===== config.mk =====
export PLATFORM = sky130hd
export DESIGN_NAME = fetch_unit
export DESIGN_NICKNAME = d
export VERILOG_FILES = /design/src/rtl/fetch_unit_pkg.sv /design/src/rtl/fetch_queue.sv /design/src/rtl/fetch_unit.sv
export SDC_FILE = /design/constraint.sdc
export NUM_CORES = 1
export LEC_CHECK = 0
export ABC_CLOCK_PERIOD_IN_PS = 4100
export CAP_MARGIN = 20
export CORE_UTILIZATION = 24
export CTS_CLUSTER_DIAMETER = 120
export DETAILED_ROUTE_END_ITERATION = 10
export PLACE_DENSITY = 0.46
export REMOVE_ABC_BUFFERS = 1
export SYNTH_ARGS = -nofsm -noshare
export SYNTH_HDL_FRONTEND = slang
export SYNTH_SLANG_ARGS = --single-unit

===== constraint.sdc =====
create_clock -name clk -period 4.1 [get_ports clk]
set_clock_uncertainty 0.05 [all_clocks]
set_input_delay 1.025 -clock clk [delete_from_list [all_inputs] [get_ports clk]]
set_output_delay 1.025 -clock clk [all_outputs]
set_load 0.1 [all_outputs]

===== src/rtl/fetch_unit_pkg.sv =====
// -----------------------------------------------------------------------------
// fetch_unit_pkg
//   Shared widths and constants for the instruction fetch stage, the layout of
//   one fetch-queue entry, and a word-alignment helper.
//   No ports (package).
// -----------------------------------------------------------------------------
package fetch_unit_pkg;

   localparam int INSTR_W = 32;
   localparam int ADDR_W  = 32;

   // PC advance per fetched word and the architectural PC read offset (ARM).
   localparam logic [ADDR_W-1:0] PC_STEP        = 32'd4;
   localparam logic [ADDR_W-1:0] PC_READ_OFFSET = 32'd8;

   // One queue entry: the fetched word tagged with the byte address it came from.
   typedef struct packed {
      logic [ADDR_W-1:0]  pc;
      logic [INSTR_W-1:0] instr;
   } fetch_entry_t;

   localparam int QWIDTH = $bits(fetch_entry_t);

   // Forces a byte address onto a word boundary.
   function automatic logic [ADDR_W-1:0] word_align(input logic [ADDR_W-1:0] addr);
      return {addr[ADDR_W-1:2], 2'b00};
   endfunction

endpackage : fetch_unit_pkg


===== src/rtl/fetch_queue.sv =====
// -----------------------------------------------------------------------------
// fetch_queue
//   Synchronous FIFO with registered storage used to buffer fetched words.
//   flush empties the queue and has priority over push and pop.
//   A push while full is accepted only when a pop happens in the same cycle.
//
// Ports
//   clk      in   1      rising-edge clock
//   reset    in   1      synchronous, active-high; empties the queue
//   flush_i  in   1      discard all entries this cycle
//   push_i   in   1      write wdata_i at the tail
//   pop_i    in   1      remove the head entry
//   wdata_i  in   WIDTH  data to enqueue
//   full_o   out  1      DEPTH entries held
//   empty_o  out  1      no entries held
//   head_o   out  WIDTH  entry at the head (meaningful only when !empty_o)
// -----------------------------------------------------------------------------
module fetch_queue #(
   parameter int WIDTH = 64,
   parameter int DEPTH = 4
) (
   input  logic             clk,
   input  logic             reset,
   input  logic             flush_i,
   input  logic             push_i,
   input  logic             pop_i,
   input  logic [WIDTH-1:0] wdata_i,
   output logic             full_o,
   output logic             empty_o,
   output logic [WIDTH-1:0] head_o
);

   localparam int PW = $clog2(DEPTH);
   localparam logic [PW:0] FULL_CNT = (PW+1)'(DEPTH);

   logic [WIDTH-1:0] mem_q [DEPTH];

   // Pointers are exactly log2(DEPTH) wide so they wrap without compare logic.
   logic [PW-1:0] wr_ptr_q, wr_ptr_d;
   logic [PW-1:0] rd_ptr_q, rd_ptr_d;
   logic [PW:0]   count_q,  count_d;

   logic push_ok;
   logic pop_ok;

   assign full_o  = (count_q == FULL_CNT);
   assign empty_o = (count_q == '0);
   assign head_o  = mem_q[rd_ptr_q];

   // A push into a full queue only fits if the head leaves in the same cycle.
   assign push_ok = push_i & (~full_o | pop_i);
   assign pop_ok  = pop_i & ~empty_o;

   always_comb begin
      wr_ptr_d = wr_ptr_q;
      rd_ptr_d = rd_ptr_q;
      count_d  = count_q;
      if (flush_i) begin
         wr_ptr_d = '0;
         rd_ptr_d = '0;
         count_d  = '0;
      end else begin
         if (push_ok) wr_ptr_d = wr_ptr_q + PW'(1);
         if (pop_ok)  rd_ptr_d = rd_ptr_q + PW'(1);
         count_d = count_q + {{PW{1'b0}}, push_ok} - {{PW{1'b0}}, pop_ok};
      end
   end

   always_ff @(posedge clk) begin
      if (reset) begin
         wr_ptr_q <= '0;
         rd_ptr_q <= '0;
         count_q  <= '0;
      end else begin
         wr_ptr_q <= wr_ptr_d;
         rd_ptr_q <= rd_ptr_d;
         count_q  <= count_d;
      end
   end

   // Storage needs no reset: an entry is only read after it has been written.
   always_ff @(posedge clk) begin
      if (!reset && !flush_i && push_ok) begin
         mem_q[wr_ptr_q] <= wdata_i;
      end
   end

endmodule : fetch_queue


===== src/rtl/fetch_unit.sv =====
// -----------------------------------------------------------------------------
// fetch_unit
//   Instruction fetch stage. Owns the PC, drives the combinational-read
//   instruction memory, buffers returned words in fetch_queue and presents
//   them to decode over a valid/ready handshake. A branch redirect flushes
//   the queue and reloads the PC.
//
//   Handshake: an instruction transfers on a cycle where out_valid and
//   out_ready are both high; while out_valid is high and out_ready low, the
//   head (out_instr/out_pc/out_pc8) holds stable.
//
// Ports
//   clk          in   1   rising-edge clock
//   reset        in   1   synchronous, active-high
//   imem_addr    out  32  byte address to instruction memory (= pc)
//   imem_rd      in   32  word read combinationally at imem_addr
//   redirect     in   1   branch taken: flush and load redirect_pc
//   redirect_pc  in   32  branch target byte address (low bits ignored)
//   out_valid    out  1   queue head holds a valid instruction
//   out_ready    in   1   decode accepts the head this cycle
//   out_instr    out  32  instruction at the queue head (0 when empty)
//   out_pc       out  32  byte address of out_instr (0 when empty)
//   out_pc8      out  32  out_pc + 8
// -----------------------------------------------------------------------------
module fetch_unit
   import fetch_unit_pkg::*;
#(
   parameter logic [31:0] RESET_PC = 32'h0000_0000,
   parameter int          QDEPTH   = 4
) (
   input  logic              clk,
   input  logic              reset,
   output logic [ADDR_W-1:0]  imem_addr,
   input  logic [INSTR_W-1:0] imem_rd,
   input  logic              redirect,
   input  logic [ADDR_W-1:0]  redirect_pc,
   output logic              out_valid,
   input  logic              out_ready,
   output logic [INSTR_W-1:0] out_instr,
   output logic [ADDR_W-1:0]  out_pc,
   output logic [ADDR_W-1:0]  out_pc8
);

   logic [ADDR_W-1:0] pc_q, pc_d;

   logic         q_full;
   logic         q_empty;
   logic         push;
   logic         pop;
   fetch_entry_t wr_entry;
   fetch_entry_t head;

   assign imem_addr = pc_q;
   assign out_valid = ~q_empty;

   // A redirect suppresses the push and the queue flush discards the pop, so
   // neither the wrong-path word nor the head transfer survives the cycle.
   assign pop  = out_valid & out_ready;
   assign push = ~redirect & (~q_full | pop);

   assign wr_entry = '{pc: pc_q, instr: imem_rd};

   always_comb begin
      pc_d = pc_q;
      if (redirect) begin
         pc_d = word_align(redirect_pc);
      end else if (push) begin
         pc_d = pc_q + PC_STEP;
      end
   end

   // Reset is checked first so it also cancels a redirect in the same cycle.
   always_ff @(posedge clk) begin
      if (reset) begin
         pc_q <= word_align(RESET_PC);
      end else begin
         pc_q <= pc_d;
      end
   end

   fetch_queue #(
      .WIDTH (QWIDTH),
      .DEPTH (QDEPTH)
   ) u_queue (
      .clk     (clk),
      .reset   (reset),
      .flush_i (redirect),
      .push_i  (push),
      .pop_i   (pop),
      .wdata_i (wr_entry),
      .full_o  (q_full),
      .empty_o (q_empty),
      .head_o  (head)
   );

   // Gate the head with empty so stale storage never leaks onto the outputs.
   assign out_instr = q_empty ? '0 : head.instr;
   assign out_pc    = q_empty ? '0 : head.pc;
   assign out_pc8   = out_pc + PC_READ_OFFSET;

endmodule : fetch_unit


======== Yosys cells after proc, flatten, opt, wreduce, memory -nomap -nowiden ========
Memories as Yosys holds them, arrays and structs flattened. A register that Yosys moved wholly into a read port is not among the register bits.
Cells that the tools add are included.
cells by class
  reduce and logical (&&, ||, !) cells .... 7
  equality and inequality tests ........... 1
  mux-type cells .......................... 8
  add/subtract/negate cells ............... 6
  bitwise operators ....................... 8
operators by type and width
  kind                                           number
  two-way mux 32 bit                             4
  adder 32 x 3 -> 32 bit, second input constant  1
  adder 32 x 4 -> 32 bit, second input constant  1
  adder 2 x 1 -> 2 bit, second input constant    2
  AND 1 bit                                      4
  two-way mux 2 bit                              2
  adder 3 x 1 -> 3 bit                           1
  equality test 3 bit, second input constant     1
  zero test 3 bit                                1
  inverter 1 bit                                 3
  subtractor 3 x 1 -> 3 bit                      1
  logical AND 1 bit                              2
  zero test 1 bit                                2
  two-way mux 1 bit                              2
  nonzero test 2 bit                             1
  OR reduction 2 bit                             1
  bitwise OR 1 bit                               1
storage, ports and cells
  logic and storage cells ................. 36
  output and inout bits ................... 129
  memories ................................ 1
  input bits .............................. 68
  RAM bits ................................ 256
  register bits ........................... 39
memory list
  memory         depth  bits a word  read ports  clocked after memory_dff  write ports  RTL line           source
  u_queue.mem_q  4      64           1           1                         1            fetch_queue.sv:36  logic [WIDTH-1:0] mem_q [DEPTH];

======== Depth between registers and ports, before layout ========
  word-level depth ........................ 9
  depth in mapped cells ................... 13
  gate-level depth less buffers ........... 11

======== By module ========
Synthesis repeated with hierarchy kept, for this count alone.
unflattened totals
  cell total of the unflattened synthesis .. 790
  area, all modules ....................... 12787.3 µm²
by module, submodules not included
  module       cells each  times used  sequential area each (µm²)  area each (µm²)
  fetch_queue  385         1           7867.5                      9799.4
  fetch_unit   405         1           600.6                       2987.9

======== Least setup slack after synthesis ========
Ideal clock, no wire load.
  kind .................................... register -> output
  start ................................... register (tool-made name)
  end ..................................... output out_pc8[22]
  buffers on the path ..................... 4
  stages on the path, launching flop included .. 9
  arrival ................................. 5484 ps
  required time ........................... 3025 ps
  slack ................................... -2459 ps
  path through ............................ dfxtp_1 > buf_6 > buf_6 > buf_6 > buf_4 > nor2b_1 > a211oi_1 > nand4_1 > xnor2_1
RTL lines
  what              RTL line          source
  end: declaration  fetch_unit.sv:41  output logic [ADDR_W-1:0] out_pc8

==> key figures <==
Detailed routing
  • DR WL/cell: a little under 20 um
  • Detailed Route Iter0 Violations: around 380
  • Routed Wire Length: 35900 um
  • Post-route antenna net violation count: 0
  • Vias/cell: approximately 4.4
  • Vias after detailed routing: between 7000 and 8000
  • # DRC: 0
  • First-pass DRT Iterations: 7

CTS
  • Clk buf depth: 3
  • CTS tree: done
  • Clk_lat worst skew: 0.53 ns
  • Clock-pin slew on the worst setup and hold paths: roughly 0.060 ns
  • Num CTS Buffers: 35
  • Root Buffer: clkbuf_16
  • Clock Sinks: roughly 290
  • H-Tree Level Count: 2
  • Post-CTS Hold Buffers: 0

Yosys
  • Synth Area per Inst: about 15 um2
  • Distinct cells, synth: 60
  • Synth area leader: edfxtp_1
  • Seq/Total Area, Yosys: about 65%
  • Seq cells post-synth: around 290
  • Most common cell in the netlist: edfxtp_1
  • Dominant cells by area after synthesis: edfxtp_1 59%, mux4_2 10%, dfxtp_1 6.1%
  • Synth Flop Type: edfxtp_1
  • Yosys warns: 0
  • Cells after Synth: 843
  • Cell Area, Synth: around 0.013 mm2
  • Most frequent cells after synthesis: 248 x edfxtp_1, 64 x nand2_1, 59 x and2_1, 59 x nor2_1, 58 x mux4_2
  • Post-synth ARST share: 0%
  • Post-synth EDFFs: ~250
  • Post-synth top area share: 58.6%

Power
  • Max IR drop VDD: between 200 and 300 uV
  • Cell Pwr Density: between 500 and 600 mW/mm2
  • Design Power: roughly 9.0 mW
  • Leak Pwr: just over 6 nW

Run status
  • Run status: complete, but fails checks
  • Failing checks: negative setup slack

Die
  • Die area: approximately 0.054 mm2
  • Site Rows: 84
  • Initial Util: between 20% and 30%
  • Core area: 0.0524 mm2
  • Chip height: around 230 um
  • Ports: roughly 200
  • Die width: between 200 and 250 um

Finish
  • Area taken by flip-flops and latches: 0.00824 mm2
  • Area growth, synth to finish: 38.0%
  • Nets@finish: about 1200
  • Layout cell share with drive strength beyond 1: approximately a third
  • Area of the multi-input gates: around 0.0044 mm2
  • Fill cell count: roughly 5200
  • Fin util: between 30 and 40%
  • N_diodes: 0

Setup path
  • FF-to-FF path depth: 12
  • CP Launch Type: register
  • CP endpoint kind: output pin
  • Worst flop-to-flop path startpoint: u_queue.count_q[0]$_SDFF_PP0_
  • Worst Path Max Fanout: 6
  • Worst reg2reg setup slack: approximately 1.6 ns
  • Critical setup path kind: reg -> out
  • CP required: 3.02 ns
  • Critical path endpoint: out_pc8[15]
  • CP arrival: about 3.1 ns
  • RR Endpoint: u_queue.count_q[2]$_SDFF_PP0_

STA
  • Final hold vios: 0
  • Pins over their slew limit: 0
  • RSZ-0062 raised after global routing: yes
  • Final Critical Period: roughly 4.2 ns
  • Max_slew headroom: a little under a third
  • Final setup violation count: 6
  • Fin crit share: 102%
  • Worst-margin pin slew: around 1.0 ns
  • Maximum clock rate: approximately 240 MHz
  • Final worst slack: -0.0994 ns
  • Hold WS: roughly 0.47 ns

Global route
  • Pin count of the biggest net entering global routing: 72
  • Overall Global Routing Usage: a little over an eighth
  • Vias in the first global route: 8449
  • Grt total ovfl: 0
  • First-pass GRT wire length: 52800 um
  • Initial antenna violation count: 0

Place
  • I/O Buffers: 188
  • Final HPWL DP: about 23000 um
  • GPL Wtd Cong: ~0.75

Run
  • Max Cap Viol: 0

Worst hold path
  • HP Class: reg -> reg
==> final cells by class <==
type                            count  area share [%]
Inverter                           16           0.342
Multi-Input combinational cell    495            25.3
Tap cell                          688            4.91
Timing Repair Buffer              261            16.0
Clock buffer                       42            5.50
Clock inverter                     21            1.03
Sequential cell                   287            46.9
==> sequential cells by signal, indices dropped and copies added (netlist names), named ones only <==
signal,flops
u_queue.mem_q,248
imem_addr,30
u_queue.count_q,3
u_queue.rd_ptr_q,2
u_queue.wr_ptr_q,2
==> worst max-delay path: stages, from the launching register on <==
cell and delay (ns):
dfxtp_4 0.36, mux4_2 0.34, and2_4 0.16, ha_4 0.14, nand2_2 0.05, o22ai_2 0.16
nor3b_4 0.21, buf_6 0.16, nand3_4 0.08, buf_8 0.15, or3_4 0.34, a21oi_4 0.23
buf_12 0.21
==> per-stage QoR <==
stage	instances	setup TNS [ns]	setup slack (ns)	instance area (um2)
final	1810	-0.439	-0.0994	17500
after global routing	1810	-2.42	-0.251	17500
after CTS	1799	-1.97	-0.229	17300
after detailed placement	1716	0	0.0495	15700
after global placement	1716	0	0.0505	15700
after floorplan	798	-196.89	-4.60	12400
==> report_power, final <==
part	total [mW]	switching (mW)	internal (mW)	leakage (nW)
registers	3.34	0.0743	3.26	2.60
clock network	3.06	1.24	1.82	0.562
logic	2.59	1.86	0.730	2.98
total	8.99	3.18	5.81	6.14
==> worst min-delay path by stage <==
stage	start	to	slack (ns)	depth (start not counted)
finish	u_queue.wr_ptr_q[1]$_SDFFE_PP0P_	u_queue.wr_ptr_q[1]$_SDFFE_PP0P_	0.47	2
global route	u_queue.wr_ptr_q[1]$_SDFFE_PP0P_	u_queue.wr_ptr_q[1]$_SDFFE_PP0P_	0.51	2
CTS	u_queue.wr_ptr_q[1]$_SDFFE_PP0P_	u_queue.wr_ptr_q[1]$_SDFFE_PP0P_	0.47	2
detailed placement	u_queue.wr_ptr_q[1]$_SDFFE_PP0P_	u_queue.wr_ptr_q[1]$_SDFFE_PP0P_	0.47	2
global placement	u_queue.wr_ptr_q[1]$_SDFFE_PP0P_	u_queue.wr_ptr_q[1]$_SDFFE_PP0P_	0.44	2
floorplan	u_queue.wr_ptr_q[1]$_SDFFE_PP0P_	u_queue.wr_ptr_q[1]$_SDFFE_PP0P_	0.41	2
==> cells by family (layout without fill, tap and decap cells) <==
kind of cell	count (synthesis)	count (layout)	share of synthesized area, %
AND/OR/NAND/NOR	283	283	12.1
AO/OA/AOI/OAI	64	64	3.27
adder cells (fa/ha/maj)	9	9	0.944
multiplexers	79	79	12.5
other	1	6	0.0295
buffers and inverters	66	340	2.78
flip-flops	287	287	64.7
XOR/XNOR	54	54	3.72
==> cell usage in the layout, fill, tap and decap left out, types with 8 or more instances in the layout <==
cell / netlist / layout
a211oi_1: 14 / 12
a21oi_1: 15 / 14
and2_1: 59 / 52
buf_12: 0 / 32
buf_4: 18 / 132
buf_6: 4 / 12
clkbuf_16: 0 / 44
clkdlybuf4s50_1: 0 / 72
clkinv_2: 0 / 8
dfxtp_1: 39 / 37
edfxtp_1: 248 / 248
inv_1: 15 / 14
mux2i_1: 13 / 13
mux4_2: 58 / 60
nand2_1: 64 / 61
nand3_1: 30 / 29
nand4_1: 14 / 14
nor2_1: 59 / 52
o211ai_1: 8 / 8
o21ai_0: 13 / 11
xnor2_1: 22 / 19
xor2_1: 32 / 26
==> routing by layer <==
metal | part of all wire, % | GRT usage, %
met5 | 0 | 0
met4 | 2.0 | 3.70
met3 | 4.8 | 2.98
met2 | 50 | 22.8
met1 | 43 | 16.5
==> timing repair <==
item | 4_1_cts | 5_1_grt
cloned | 2 | 1
setup endpoints to repair | 23 | 21
endpoints found under the hold margin | 0 | 0
resized for setup | 41 | 48
pin swaps | 12 | 16
buffers inserted | 18 | 12
(Power assumes the default switching activity.)
